File: config.mk
export PLATFORM = sky130hd
export DESIGN_NAME = ctrl_trace_encoder
export DESIGN_NICKNAME = d
export VERILOG_FILES = /design/src/rtl/ctrl_trace_encoder_pkg.sv /design/src/rtl/ctrl_trace_encoder_trace_fifo.sv /design/src/rtl/ctrl_trace_encoder.sv
export SDC_FILE = /design/constraint.sdc
export NUM_CORES = 1
export LEC_CHECK = 0
export CAP_MARGIN = 20
export CORE_UTILIZATION = 55
export DETAILED_ROUTE_END_ITERATION = 7
export GPL_ROUTABILITY_DRIVEN = 1
export PLACE_DENSITY = 0.76
export SLEW_MARGIN = 20
export SYNTH_ARGS = -nofsm -noshare
export SYNTH_HDL_FRONTEND = slang
export SYNTH_SLANG_ARGS = --single-unit
File: constraint.sdc
create_clock -name CLK -period 9.5 [get_ports CLK]
set_input_delay 1.9 -clock CLK [delete_from_list [all_inputs] [get_ports CLK]]
set_output_delay 1.9 -clock CLK [all_outputs]
set_load 0.01 [all_outputs]
File: src/rtl/ctrl_trace_encoder_pkg.sv
// Shared definitions for the retire-side trace encoder: class codes, record
// field layout and counter widths.
package ctrl_trace_encoder_pkg;

   localparam logic [3:0] CLS_ALU      = 4'h0;
   localparam logic [3:0] CLS_LOAD     = 4'h1;
   localparam logic [3:0] CLS_LB       = 4'h2;
   localparam logic [3:0] CLS_STORE    = 4'h3;
   localparam logic [3:0] CLS_BEQ      = 4'h4;
   localparam logic [3:0] CLS_BNE      = 4'h5;
   localparam logic [3:0] CLS_BLTZ     = 4'h6;
   localparam logic [3:0] CLS_JMP      = 4'h7;
   localparam logic [3:0] CLS_JAL      = 4'h8;
   localparam logic [3:0] CLS_JR       = 4'h9;
   localparam logic [3:0] CLS_SRAV     = 4'hA;
   localparam logic [3:0] CLS_NOP      = 4'hE;
   localparam logic [3:0] CLS_SYSCALL  = 4'hF;

   localparam int REC_W        = 32;
   localparam int REC_CLS_LSB  = 28;
   localparam int REC_CLS_W    = 4;
   localparam int REC_ALU_LSB  = 24;
   localparam int REC_ALU_W    = 4;
   localparam int REC_TKN_BIT  = 23;
   localparam int REC_SEQ_LSB  = 16;
   localparam int SEQ_W        = 7;
   localparam int REC_PC_LSB   = 0;
   localparam int REC_PC_W     = 16;
   localparam int DROP_W       = 8;

   // Control-flow classes are the ones kept when the trace filter is on.
   function automatic logic is_ctrl_flow(input logic [3:0] cls);
      return ((cls >= CLS_BEQ) && (cls <= CLS_JR)) || (cls == CLS_SYSCALL);
   endfunction

endpackage

File: src/rtl/ctrl_trace_encoder_trace_fifo.sv
// Synchronous single-clock FIFO with a registered head output; it knows
// nothing about the data it carries.
module ctrl_trace_encoder_trace_fifo #(
   parameter  int DEPTH = 8,
   parameter  int WIDTH = 32,
   localparam int AW    = $clog2(DEPTH)
) (
   input  logic             clk,
   input  logic             rst,
   input  logic             push,
   input  logic [WIDTH-1:0] wr_data,
   input  logic             pop,
   output logic [WIDTH-1:0] rd_data,
   output logic             full,
   output logic             empty,
   output logic [AW:0]      level
);

   logic [WIDTH-1:0] mem [DEPTH];
   logic [AW-1:0]    wr_ptr;
   logic [AW-1:0]    rd_ptr;
   logic [AW-1:0]    rd_nxt;
   logic [AW:0]      count;
   logic             do_push;
   logic             do_pop;

   assign empty   = (count == '0);
   assign full    = (count == (AW+1)'(DEPTH));
   assign level   = count;
   assign do_pop  = pop & ~empty;
   // A full FIFO still accepts a push when the head leaves on the same edge.
   assign do_push = push & (~full | do_pop);
   assign rd_nxt  = rd_ptr + AW'(1);

   always_ff @(posedge clk) begin
      if (do_push) mem[wr_ptr] <= wr_data;
   end

   always_ff @(posedge clk) begin
      if (rst) begin
         wr_ptr  <= '0;
         rd_ptr  <= '0;
         count   <= '0;
         rd_data <= '0;
      end else begin
         if (do_push) wr_ptr <= wr_ptr + AW'(1);
         if (do_pop)  rd_ptr <= rd_nxt;
         case ({do_push, do_pop})
            2'b10:   count <= count + (AW+1)'(1);
            2'b01:   count <= count - (AW+1)'(1);
            default: count <= count;
         endcase
         // rd_data always mirrors the entry that will sit at rd_ptr after this edge.
         if (empty && do_push) begin
            rd_data <= wr_data;
         end else if (do_pop) begin
            if (count > (AW+1)'(1)) rd_data <= mem[rd_nxt];
            else if (do_push)       rd_data <= wr_data;
         end
      end
   end

endmodule

File: src/rtl/ctrl_trace_encoder.sv
// Re-encodes retiring control strobes into compact 32-bit trace records and
// queues them for the board debug port. Define TRACE_FILTER_EN to keep only control flow.
module ctrl_trace_encoder
   import ctrl_trace_encoder_pkg::*;
#(
   parameter int DEPTH = 8
) (
   input  logic                     CLK,
   input  logic                     RST,
   input  logic                     Valid,
   input  logic [31:0]              PC,
   input  logic [3:0]               ALU_OP,
   input  logic                     RegWrite,
   input  logic                     MemToReg,
   input  logic                     MemWrite,
   input  logic                     LB,
   input  logic                     SRAV,
   input  logic                     Beq,
   input  logic                     Bne,
   input  logic                     BLTZ,
   input  logic                     JMP,
   input  logic                     JAL,
   input  logic                     JR,
   input  logic                     SysCALL,
   input  logic                     Taken,
   input  logic                     TrReady,
   output logic                     TrValid,
   output logic [31:0]              TrData,
   output logic [DROP_W-1:0]        DropCnt,
   output logic [$clog2(DEPTH):0]   Level
);

   // TrValid/TrReady: a record transfers on every edge where both are high;
   // TrData holds steady while TrValid is high and TrReady is low.

   logic [3:0]        cls;
   logic              pass;
   logic              fifo_push;
   logic              fifo_pop;
   logic              fifo_full;
   logic              fifo_empty;
   logic              drop;
   logic              taken_bit;
   logic [SEQ_W-1:0]  seq;
   logic [REC_W-1:0]  record;
   logic              unused_pc;

   always_comb begin
      if      (SysCALL)  cls = CLS_SYSCALL;
      else if (JR)       cls = CLS_JR;
      else if (JAL)      cls = CLS_JAL;
      else if (JMP)      cls = CLS_JMP;
      else if (BLTZ)     cls = CLS_BLTZ;
      else if (Bne)      cls = CLS_BNE;
      else if (Beq)      cls = CLS_BEQ;
      else if (MemWrite) cls = CLS_STORE;
      else if (LB)       cls = CLS_LB;
      else if (MemToReg) cls = CLS_LOAD;
      else if (SRAV)     cls = CLS_SRAV;
      else if (RegWrite) cls = CLS_ALU;
      else               cls = CLS_NOP;
   end

`ifdef TRACE_FILTER_EN
   assign pass = is_ctrl_flow(cls);
`else
   assign pass = 1'b1;
`endif

   assign taken_bit = Taken & (Beq | Bne | BLTZ);
   assign record    = {cls, ALU_OP, taken_bit, seq, PC[17:2]};
   assign unused_pc = ^{PC[31:18], PC[1:0]};

   assign fifo_push = Valid & pass;
   assign fifo_pop  = TrValid & TrReady;
   assign drop      = fifo_push & fifo_full & ~fifo_pop;
   assign TrValid   = ~fifo_empty;

   ctrl_trace_encoder_trace_fifo #(
      .DEPTH (DEPTH),
      .WIDTH (REC_W)
   ) u_fifo (
      .clk     (CLK),
      .rst     (RST),
      .push    (fifo_push),
      .wr_data (record),
      .pop     (fifo_pop),
      .rd_data (TrData),
      .full    (fifo_full),
      .empty   (fifo_empty),
      .level   (Level)
   );

   // Seq advances on every retirement, so filtered or dropped records leave gaps.
   always_ff @(posedge CLK) begin
      if (RST) begin
         seq     <= '0;
         DropCnt <= '0;
      end else begin
         if (Valid) seq <= seq + SEQ_W'(1);
         if (drop && (DropCnt != {DROP_W{1'b1}})) DropCnt <= DropCnt + DROP_W'(1);
      end
   end

endmodule

-- Word level (Yosys, flattened, before mapping)
Memories as Yosys holds them, arrays and structs flattened.
Index checks and enable logic that the tools add are counted.
- order comparisons: 1
- reduce and logical (&&, ||, !) cells: 7
- equality and inequality tests: 4
- multiplexer cells: 19
- bitwise gates (word level): 12
- add/subtract/negate cells: 6
- operator list (operator ; count):
    $mux 32 ; 4
    $mux 4 ; 12
    $add 8x1->8 const B ; 1
    $ne 8x8->1 const B ; 1
    $pmux 4 s2 ; 1
    $add 7x1->7 const B ; 1
    $add 3x1->3 const B ; 2
    $and 1x1->1 ; 6
    $add 4x1->4 const B ; 1
    $eq 4x4->1 const B ; 1
    $gt 4x1->1 const B ; 1
    $logic_not 4->1 ; 1
    $reduce_bool 2->1 ; 2
    $sub 4x1->4 const B ; 1
    $not 1->1 ; 3
    $or 1x1->1 ; 3
    $reduce_bool 3->1 ; 1
    $eq 2x1->1 const B ; 1
    $eq 2x2->1 const B ; 1
    $logic_and 1x1->1 ; 2
    $mux 1 ; 2
    $reduce_and 2->1 ; 1
- logic and storage cells: 56
- flip-flop bits (word level): 57
- memories: 1
- bits in writable memories: 256
- input bits: 53
- output and inout port bits: 45
- memory list (name ; words ; width ; read ports ; clocked after Yosys merged registers in ; write ports ; line ; text):
    u_fifo.mem ; 8 ; 32 ; 1 ; 0 ; 1 ; ctrl_trace_encoder_trace_fifo.sv:19 ; logic [WIDTH-1:0] mem [DEPTH];

-- Depth between registers and ports, before layout
- depth after elaboration: 16
- gate-level depth with buffers: 11

-- Hierarchy
From an unflattened synthesis, not the netlist that was laid out.
- cell total of the unflattened synthesis: 977
- area, all modules: 13005.0 um2
- modules (own cells, without submodules) (module ; seq. area each (um2) ; area each (um2) ; cells an instance ; times used):
    ctrl_trace_encoder_trace_fifo ; 8528.2 ; 12214.2 ; 882 ; 1
    ctrl_trace_encoder ; 300.3 ; 790.8 ; 95 ; 1

-- Least setup slack after synthesis
Ideal clock, no wire load.
- path kind: input port to flip-flop
- start: input Valid
- end: memory u_fifo.mem[0][0] (enable)
- library setup time: 0.502 ns
- data required time: 8.998 ns
- buffers on the path: 1
- stages: 3
- setup slack: 3.490 ns
- arrival: 5.508 ns
- path through: clkbuf_1 > nand2_1 > nor4_1
- word-level cells in the longest chain between the ends: 3
- ends and longest elaborated chain (item ; line ; text):
    from (decl) ; ctrl_trace_encoder.sv:10 ; input logic Valid,
    $and 1x1->1 ; ctrl_trace_encoder_trace_fifo.sv:32 ; assign do_push = push & (~full | do_pop);
    $mux 1 ; ctrl_trace_encoder_trace_fifo.sv:36 ; if (do_push) mem[wr_ptr] <= wr_data;
    $mux 1 (implied by the code) ; ctrl_trace_encoder_trace_fifo.sv:36 ;
    to (decl) ; ctrl_trace_encoder_trace_fifo.sv:19 ;
Every way passes these cells.

-- Worst setup path after layout
- start: register u_fifo.count[0] (netlist: u_fifo.level[0])
- end: output TrValid
- word-level cells in the longest chain between the ends: 2
- ends and longest elaborated chain (item ; line ; text):
    from (decl) ; ctrl_trace_encoder_trace_fifo.sv:23 ; logic [AW:0] count;
    from (signal assigned) ; ctrl_trace_encoder_trace_fifo.sv:49 ; 2'b10: count <= count + (AW+1)'(1);
    from (signal assigned) ; ctrl_trace_encoder_trace_fifo.sv:50 ; 2'b01: count <= count - (AW+1)'(1);
    from (signal assigned) ; ctrl_trace_encoder_trace_fifo.sv:51 ; default: count <= count;
    $logic_not 4->1 ; ctrl_trace_encoder_trace_fifo.sv:27 ; assign empty = (count == '0);
    $not 1->1 ; ctrl_trace_encoder.sv:77 ; assign TrValid = ~fifo_empty;
    to (decl) ; ctrl_trace_encoder.sv:27 ; output logic TrValid,
Every way passes these cells.

==> reports/metrics.cfg <==
[run_status]
status = completed

[cells_and_area]
fillers = 1427
final_util_pct = 66.58
diodes = 0
final_cells = 1092
syn_to_final_growth_pct = 18.75
finalInstanceArea_sq_mm = 0.01453
layout-drive-gt1-share_pct = 15.89
nNetsFinal = 849

[synth]
synth_top_flop_cell = edfxtp_1
yosys.area_share.simple_pct = 4.029
synth_top_family_by_area = multiplexers
ys_ff_latch = 313
synth_compound_area_share_pct = 8.344
synthArstFlopShare_pct = 0
synth_edf_count = 256
syn_area_sq_mm = 0.01224
synth.net_count = 758
synth.avg_cell_area_sq_um = 17.55
synth_cell_types = 50
synthAdderAreaFrac_pct = 0.8181
ys_warn_count = 0
synth_mux_area_share_pct = 11.49
synth_xor_area_share_pct = 1.002
syn-instance-count = 697
yosysSeqAreaShare_pct = 72.15

[detailed_routing]
wl_per_cell_um = 23.77
drt-vias-per-instance = 6.324
drt_pass1_iterations = 6
drc = 0
vias = 6906
routed_wl_um = 25960
antenna_left = 0
drt_iter0_drc = 573

[worst_setup_path]
slowest_stage = clkdlybuf4s50_1
critical_path.top_delay_family = buffers and inverters
critPathArrivalTime_ns = 2.23
crit_fanout = 7
path_buf_inv = 2
required_ns = 7.60
path_depth = 4
worstSetupEndpoint = TrValid
path_cells = inv_1 > ha_1 > or3b_1 > clkdlybuf4s50_1
cp-startpoint = u_fifo.level[0]
r2r-end = u_fifo.rd_data[21]
rr_worst_depth = 7
start_kind = register
rrSetupSlack_ns = 5.78
r2r_start = u_fifo.rd_ptr[0]
worstSetupPathType = register to primary output
critPathMaxStageDelay_ns = 0.52
critPathCaptureType = primary output

[sta]
tightest_slew_ns = 1.077
fin_worst_skew_ns = 0.01071
fmax_mhz = 242.3
fin_setup_tns_ns = 0
min_period_ns = 4.126
whs_ns = 0.4691
min_period_over_period_pct = 43.43
rsz0062_at_grt = false
slew_violations = 0
setup_viol = 0
layout_setup_ws_ns = 5.374
hold_viol = 0
max-slew-margin-rel_pct = 27.92

[job]
maxCapViolCount = 0

[pwr]
p_total_mw = 3.985
leakage_nw = 4.570
ir_drop_uv = 325.6
power.density_mw_per_mm2 = 274.3

[clock_tree]
cts_root_buf = clkbuf_16
postCtsHoldBufs = 0
cts_buffers = 30
cts_tree = built
cts_num_sinks = 313
post_cts_buffers = 0
h-tree-depth = 1
clock_latency_ns = 0.55
path_clk_slew_ns = 0.06
ctsResizeCount = 0
clockBufferDepth = 3

[global_route]
antenna_found_initial = 0
grt_max_degree = 45
grt_first_pass_wirelength_um = 39680
grt_pass1_vias = 7249
grt_overflow = 0
grt_use_total_pct = 23.50

[die]
io_pins = 98
die_y_um = 151.2
num_rows = 54
start_util_pct = 56.07
die_area_sq_mm = 0.02285
core_sq_mm = 0.02182
die_w_um = 151.2

[place]
place_inst = 1036
gp_congestion = 0.7532
io_buffers = 81
dp_hpwl_um = 13650
place_area_sq_mm = 0.01336
dp_worst_setup_slack_ns = 4.938

[min_path]
min_path_type = register to register

==> placed cells by master (no fill, tap or decap), drive strengths merged, types with 2 or more instances in the layout <==
master / Yosys / layout
xnor2: 4 / 4
buf: 32 / 16
a211o: 2 / 2
mux4: 38 / 38
clkinvlp: 0 / 2
dfxtp: 57 / 57
a22oi: 26 / 26
nor3: 6 / 6
bufinv: 0 / 10
edfxtp: 256 / 256
nor2b: 3 / 3
nand2b: 3 / 3
clkinv: 0 / 10
mux2i: 55 / 55
o21ai: 10 / 10
xor2: 10 / 10
o31ai: 3 / 3
ha: 8 / 8
or3: 8 / 8
a21o: 2 / 2
clkdlybuf4s50: 0 / 81
a21oi: 13 / 13
o22a: 27 / 27
nand4: 2 / 2
or2: 5 / 5
nand2: 22 / 22
a211oi: 2 / 2
nor2: 22 / 22
or4: 4 / 4
a32o: 33 / 33
nor4: 2 / 2
clkbuf: 6 / 33
nand3: 12 / 12
inv: 10 / 11
==> where the power goes <==
group	switching, mW	internal [mW]
registers	0.0683	1.58
logic	0.503	0.455
clock network	0.508	0.874
total	1.08	2.91
==> Yosys cell counts, drive strengths merged (12+ instances only) <==
master / instances / area (sq um)
mux2i: 55 / 550.5
a32o: 33 / 330.3
edfxtp: 256 / 7687
nand2: 22 / 82.58
buf: 32 / 203.9
nand3: 12 / 60.06
a21oi: 13 / 65.06
dfxtp: 57 / 1141
mux4: 38 / 855.8
o22a: 27 / 236.5
nor2: 22 / 85.09
a22oi: 26 / 195.2
==> state kept, by name, summed over array words and instances, names as in the netlist <==
name,count
u_fifo.rd_data,32
u_fifo.level,4
DropCnt,8
u_fifo.wr_ptr,3
u_fifo.rd_ptr,3
seq,7
u_fifo.mem,256
==> layer usage <==
metal	vias up	global-route usage [%]	wire (um)	share of wire [%]
li1	3018	-	-	-
met1	3599	29.27	10320	40
met2	239	41.65	13500	52
met3	50	4.096	1477	5.7
met4	0	7.600	668	2.6
met5	-	0	0	0
==> final cells by class <==
type	count	area (sq um)	share of cell area, %
timing repair buffer	97	930.9	6.407
sequential	313	8828	60.76
multi-input combinational	336	3214	22.12
inverter	10	37.54	0.2583
tap	280	350.3	2.411
clock inverter	23	375.4	2.583
clock buffer	33	793.3	5.459
==> worst reg2reg max path: cells and delay by family (launching register included) <==
family	cells	cell delay, ns
adders and majority gates	1	0.41
muxes	1	0.43
xor gates and xnor gates	1	0.15
AOI/OAI and AO/OA	2	0.46
buffers and inverters	2	1.31
DFF	1	0.85
==> worst min-delay path by stage <==
stage,start,endpoint,slack (ns),cells past startpoint
detailed placement,u_fifo.rd_data[11],u_fifo.rd_data[11],0.46,1
CTS,u_fifo.rd_data[25],u_fifo.rd_data[25],0.47,1
global route,u_fifo.rd_data[23],u_fifo.rd_data[23],0.49,1
global placement,u_fifo.rd_data[2],u_fifo.rd_data[2],0.45,1
finish,u_fifo.rd_data[25],u_fifo.rd_data[25],0.47,1
floorplan,u_fifo.rd_ptr[1],u_fifo.rd_ptr[1],0.44,2
==> logic make-up (layout without fill, tap and decap cells) <==
kind of cell             after synthesis  in the layout
multiplexers                          93             93
flip-flops                           313            313
XOR/XNOR                              14             14
buffers and inverters                 48            163
AO/OA/AOI/OAI                        125            125
adder cells (fa/ha/maj)                8              8
AND/OR/NAND/NOR                       96             96
Note: power is estimated with default switching activity, not from simulation.
